File: config.mk
export PLATFORM = sky130hd
export DESIGN_NAME = alu_issue_unit
export DESIGN_NICKNAME = d
export VERILOG_FILES = /design/src/rtl/alu_issue_unit.sv
export SDC_FILE = /design/constraint.sdc
export NUM_CORES = 1
export LEC_CHECK = 0
export ABC_AREA = 0
export CAP_MARGIN = 10
export CORE_MARGIN = 1.5
export CORE_UTILIZATION = 40
export CTS_CLUSTER_SIZE = 10
export DETAILED_ROUTE_END_ITERATION = 12
export PLACE_DENSITY = 0.57
export SLEW_MARGIN = 20
export SYNTH_ARGS = -nofsm -noshare
export SYNTH_HDL_FRONTEND = slang
export SYNTH_SLANG_ARGS = --single-unit
File: constraint.sdc
create_clock -name clk -period 5.3 [get_ports clk]
set_clock_uncertainty 0.1 [all_clocks]
set_input_delay 1.06 -clock clk [delete_from_list [all_inputs] [get_ports clk]]
set_output_delay 1.06 -clock clk [all_outputs]
set_load 0.02 [all_outputs]
File: src/rtl/alu_issue_unit.sv
// alu_issue_unit: 8-entry regfile issue/writeback stage in front of a registered 3-bit-select ALU.
// Optional feature: define ALU_ISSUE_ZFLAG_EN to add a zero_flag output captured at writeback.
module alu_issue_unit #(
  parameter int DATA_W  = 8,
  parameter int ADDR_W  = 3,
  parameter int ALU_LAT = 1
) (
  input  logic                  clk,
  input  logic                  rst,
  input  logic                  instr_valid,
  output logic                  instr_ready,
  input  logic [3+3*ADDR_W-1:0] instr,
  input  logic                  wr_en,
  input  logic [ADDR_W-1:0]     wr_addr,
  input  logic [DATA_W-1:0]     wr_data,
  input  logic [ADDR_W-1:0]     rd_addr,
  output logic [DATA_W-1:0]     rd_data,
  output logic [DATA_W-1:0]     alu_in1,
  output logic [DATA_W-1:0]     alu_in2,
  output logic [2:0]            alu_select,
  input  logic [DATA_W-1:0]     alu_result,
`ifdef ALU_ISSUE_ZFLAG_EN
  output logic                  zero_flag,
`endif
  output logic                  done
);
  localparam int NREG  = 2**ADDR_W;
  localparam int CNT_W = $clog2(ALU_LAT+1);

  typedef enum logic [1:0] {S_IDLE, S_WAIT, S_WB} state_t;

  state_t                      state_q, state_d;
  logic [CNT_W-1:0]            cnt_q, cnt_d;
  logic [ADDR_W-1:0]           rd_q, rd_d;
  logic [DATA_W-1:0]           in1_q, in1_d, in2_q, in2_d;
  logic [2:0]                  sel_q, sel_d;
  logic                        done_q, done_d;
  logic [NREG-1:0][DATA_W-1:0] regs_q, regs_d;
  logic [2:0]                  op;
  logic [ADDR_W-1:0]           rd, rs1, rs2;
  logic                        wb;

  assign {op, rd, rs1, rs2} = instr;
  assign instr_ready = (state_q == S_IDLE) && !rst;
  assign rd_data     = regs_q[rd_addr];
  assign alu_in1     = in1_q;
  assign alu_in2     = in2_q;
  assign alu_select  = sel_q;
  assign done        = done_q;

  always_comb begin
    state_d = state_q;
    cnt_d   = cnt_q;
    rd_d    = rd_q;
    in1_d   = in1_q;
    in2_d   = in2_q;
    sel_d   = sel_q;
    done_d  = 1'b0;
    wb      = 1'b0;
    case (state_q)
      S_IDLE: if (instr_valid && instr_ready) begin
        // operands come from pre-edge contents; a same-edge external write is not forwarded
        rd_d    = rd;
        in1_d   = regs_q[rs1];
        in2_d   = regs_q[rs2];
        sel_d   = op;
        cnt_d   = CNT_W'(ALU_LAT);
        state_d = S_WAIT;
      end
      S_WAIT: begin
        cnt_d = cnt_q - 1'b1;
        if (cnt_q == CNT_W'(1)) state_d = S_WB;
      end
      S_WB: begin
        wb      = 1'b1;
        done_d  = 1'b1;
        state_d = S_IDLE;
      end
      default: state_d = S_IDLE;
    endcase
  end

  // writeback is applied last so it beats a same-edge external write to the same index
  always_comb begin
    regs_d = regs_q;
    if (wr_en) regs_d[wr_addr] = wr_data;
    if (wb)    regs_d[rd_q]    = alu_result;
  end

  always_ff @(posedge clk or posedge rst) begin
    if (rst) begin
      state_q <= S_IDLE;
      cnt_q   <= '0;
      rd_q    <= '0;
      in1_q   <= '0;
      in2_q   <= '0;
      sel_q   <= '0;
      done_q  <= 1'b0;
      regs_q  <= '0;
    end else begin
      state_q <= state_d;
      cnt_q   <= cnt_d;
      rd_q    <= rd_d;
      in1_q   <= in1_d;
      in2_q   <= in2_d;
      sel_q   <= sel_d;
      done_q  <= done_d;
      regs_q  <= regs_d;
    end
  end

`ifdef ALU_ISSUE_ZFLAG_EN
  logic zf_q, zf_d;

  always_comb zf_d = wb ? (alu_result == '0) : zf_q;

  always_ff @(posedge clk or posedge rst) begin
    if (rst) zf_q <= 1'b0;
    else     zf_q <= zf_d;
  end

  assign zero_flag = zf_q;
`endif
endmodule

==> flow_summary_export.csv <==
group,metric,value,unit
outcome,status,"complete, no violations",
timing,timing.final.hold_violations,0,
clock_tree,holdBufCountCts,0,
critical_path,cp_slowest_cell,"mux4_2",
route,ant_nets,0,
synthesis,synth-xor-area-share,0,
clock_tree,cts_buffer_depth,2,
final_layout,final_cell_area,6890,µm²
place,gp_congestion,0.814,
route,via_per_inst,5.85,
timing,setup_tns,0,ns
critical_path,slowest_delay,0.56,ns
timing,max-slew-margin-rel,0.240,
grt,grt_pass1_vias,4075,
die,num_rows,43,
synthesis,synthCells,445,
synthesis,synthSimpleGateAreaFrac,0.0542,
clock_tree,clock-root-buffer,"clkbuf_16",
critical_path,crit_family,"buffers and inverters",
die,die_x,123,µm
synthesis,yosys_register_bits,90,
synthesis,synth-edff-count,0,
route,drt_iter0_markers,198,
clock_tree,cts_sinks,90,
synthesis,synth_fa_ha_area_frac,0,
grt,antenna_found_initial,0,
clock_tree,clk_pin_slew,0.07,ns
grt,grt_max_degree,41,
die,die_h,123,µm
final_layout,fillCellCount,1281,
die,core,14000,µm²
hold_path,hold_path_class,"flip-flop to flip-flop",
clock_tree,ctsHtreeMaxLevel,3,
place,portBuffers,66,
critical_path,endpoint_kind,"output port",
critical_path,crit_path_start_kind,"primary input",
synthesis,synth_top_family_by_area,"multiplexers",
clock_tree,cts_buffers,9,
synthesis,synth_area,5770,µm²
clock_tree,cts-resized-gates,0,
critical_path,crit_path_frequent_cell,"clkdlybuf4s50_1",
timing,maxSlewViolCount,0,
final_layout,antenna_cells,0,
power,seqPwrFrac,0.378,
power,p_comb_frac,0.437,
timing,rsz0062_at_grt,"false",
critical_path,required,4.14,ns
critical_path,worstSetupPathType,"primary input to output port",
synthesis,ys_types,30,
clock_tree,cts_setup_buffers,0,
place,dp.final_hpwl,10.5,mm
power,powerDensity,519,nW/µm²
place,dpl.cell_count,668,
route,wire_per_inst,24.4,µm
power,p_int,2400,µW
final_layout,nets,537,
critical_path,cp.buffers_inverters,3,
final_layout,layout-drive-gt1-share,0.435,
die,io_pins,67,
final_layout,stdcell_count,684,
synthesis,synthesis.nets,483,
critical_path,worstPathMaxFanout,16,
synthesis,ys.flop_type,"dfrtp_1",
grt,grt_pass1_wl,25.6,mm
run,cap_violations,0,
die,start_util,0.413,
power,switching_share,0.330,
timing,finalCritPeriodShare,0.838,
grt,grt_overflow,0,
route,firstDrtPassIters,4,
power,switchingPower,1180,µW
power,p_leak,0.00281,µW
synthesis,yosysWarnings,0,
synthesis,muxShareOfSynthArea,0.461,
timing,fmaxAchievable,225,MHz
final_layout,utilization,0.492,
synthesis,avgSynthCellArea,13.0,µm²
grt,grt.total_usage,0.236,
synthesis,synth_compound_area_frac,0.0641,
place,place_area,6590,µm²
power,clkPwrFrac,0.185,
power,vdd_drop_max,0.321,mV
critical_path,worstPathArrival,3.28,ns
die,die_area,15200,µm²
timing,max_slew.worst_pin.slew,1.14,ns
synthesis,synthArstFlopShare,1.00,
route,wirelength,16.7,mm
final_layout,area_delta_synth_final,19.3,%
synthesis,yosysSeqAreaShare,0.390,
timing,setup_viol,0,
clock_tree,clk_latency,0.35,ns
route,vias,3999,
timing,period_minus_slack,4.44,ns
critical_path,worstPathCellList,"clkdlybuf4s50_1, buf_4, mux4_2, mux2_2, clkdlybuf4s50_1",
clock_tree,cts_tree,"done",
route,post-route-drc-count,0,
-- power groups by stage --
stage	logic, µW	registers, µW	clock network (µW)
6_report	1560	1350	661
5_1_grt	1700	1410	703
4_1_cts	1570	1340	678
3_5_place_dp	1570	1360	0
3_3_place_gp	1530	1340	0
2_1_floorplan	1070	1350	0
-- registers in the layout (all words and copies together) (netlist names) --
name	flops
alu_in2	8
alu_select	3
state_q	2
done	1
alu_in1	8
cnt_q	1
regs_q	64
rd_q	3
-- cells in the final DEF (no fill, tap or decap) --
| master | count |
|---|---|
| nor4bb_4 | 3 |
| mux2i_1 | 32 |
| nor2b_1 | 6 |
| dfrtp_1 | 90 |
| and3b_1 | 1 |
| o22ai_1 | 16 |
| nor2_1 | 4 |
| clkbuf_1 | 3 |
| nand4b_2 | 3 |
| o31ai_1 | 16 |
| or4b_1 | 1 |
| mux2_4 | 6 |
| nor3_1 | 1 |
| nand4_1 | 1 |
| clkbuf_16 | 9 |
| a22o_1 | 16 |
| clkbuf_8 | 2 |
| clkdlybuf4s50_1 | 66 |
| mux4_2 | 16 |
| bufinv_16 | 1 |
| clkinv_2 | 2 |
| nor4b_4 | 1 |
| and2_1 | 1 |
| nand2b_1 | 2 |
| nor3b_2 | 1 |
| buf_4 | 7 |
| a21oi_1 | 1 |
| nand3_1 | 2 |
| nand2_1 | 24 |
| mux2_2 | 168 |
| inv_1 | 1 |
| o21ai_0 | 1 |
-- cells in the mapped netlist, drive strengths merged, types with 2 or more instances --
library cell  instances  area [µm²]
nand2b                2        12.5
buf                  28         161
mux4                 16         360
nand4b                3        45.0
dfrtp                90        2250
nand3                 2        10.0
a22o                 16         140
mux2i                32         320
o22ai                16         100
o31ai                16         120
nor2b                 6        37.5
inv                   2        7.51
nor4bb                3        30.0
mux2                174        1980
clkbuf                2        7.51
nor2                  4        15.0
nand2                24        90.1
-- per-stage QoR --
step / hold slack (ns) / power [µW] / setup slack, ns
global route: 0.403 / 3810 / 0.784
floorplan: 0.349 / 2420 / 1.80
finish: 0.378 / 3580 / 0.861
global placement: 0.364 / 2880 / 0.885
detailed placement: 0.368 / 2920 / 0.844
CTS: 0.383 / 3600 / 0.831
-- tightest hold or removal path, delay by kind of cell (launching register included) --
kind            cells  cell delay, ns
simple gates        1            0.05
compound gates      1            0.05
flops               1            0.34
-- worst paths after layout --
path,start,to,slack (ns),cells past startpoint
min in group asynchronous,rst,state_q[0]$_DFFE_PP0P_,1.02,2
setup / recovery,rd_addr[0],rd_data[2],0.86,5
hold reg to reg,alu_in1[6]$_DFFE_PP0P_,alu_in1[6]$_DFFE_PP0P_,0.38,2
setup reg to reg,state_q[0]$_DFFE_PP0P_,regs_q[26]$_DFF_PP0_,3.30,3
max in group asynchronous,rst,alu_in2[0]$_DFFE_PP0P_,3.24,3
hold / removal,alu_in1[6]$_DFFE_PP0P_,alu_in1[6]$_DFFE_PP0P_,0.38,2
-- kinds of logic (layout without fill, tap and decap cells) --
kind of cell	count (synthesis)	after routing
buffers and inverters	32	91
AND/OR/NAND/NOR	51	51
AO/OA/AOI/OAI	50	50
multiplexers	222	222
flip-flops	90	90
-- final cells by class --
type	instances	area, µm²	share of cell area
clock buffers	14	264	0.0383
clock inverters	2	35.0	0.00509
inverters	2	8.76	0.00127
multi-input cells	323	3390	0.492
flip-flops and latches	90	2250	0.327
well taps	180	225	0.0327
repair buffers	73	713	0.104
-- metal layers --
metal  up-vias  part of all wire  global-route usage
li1       1823                 -                   -
met1      2030              0.45               0.320
met2       122              0.48               0.384
met3        24             0.053              0.0415
met4         0             0.023              0.0726
met5         -                 0                   0
Note: power is estimated with default switching activity, not from simulation.
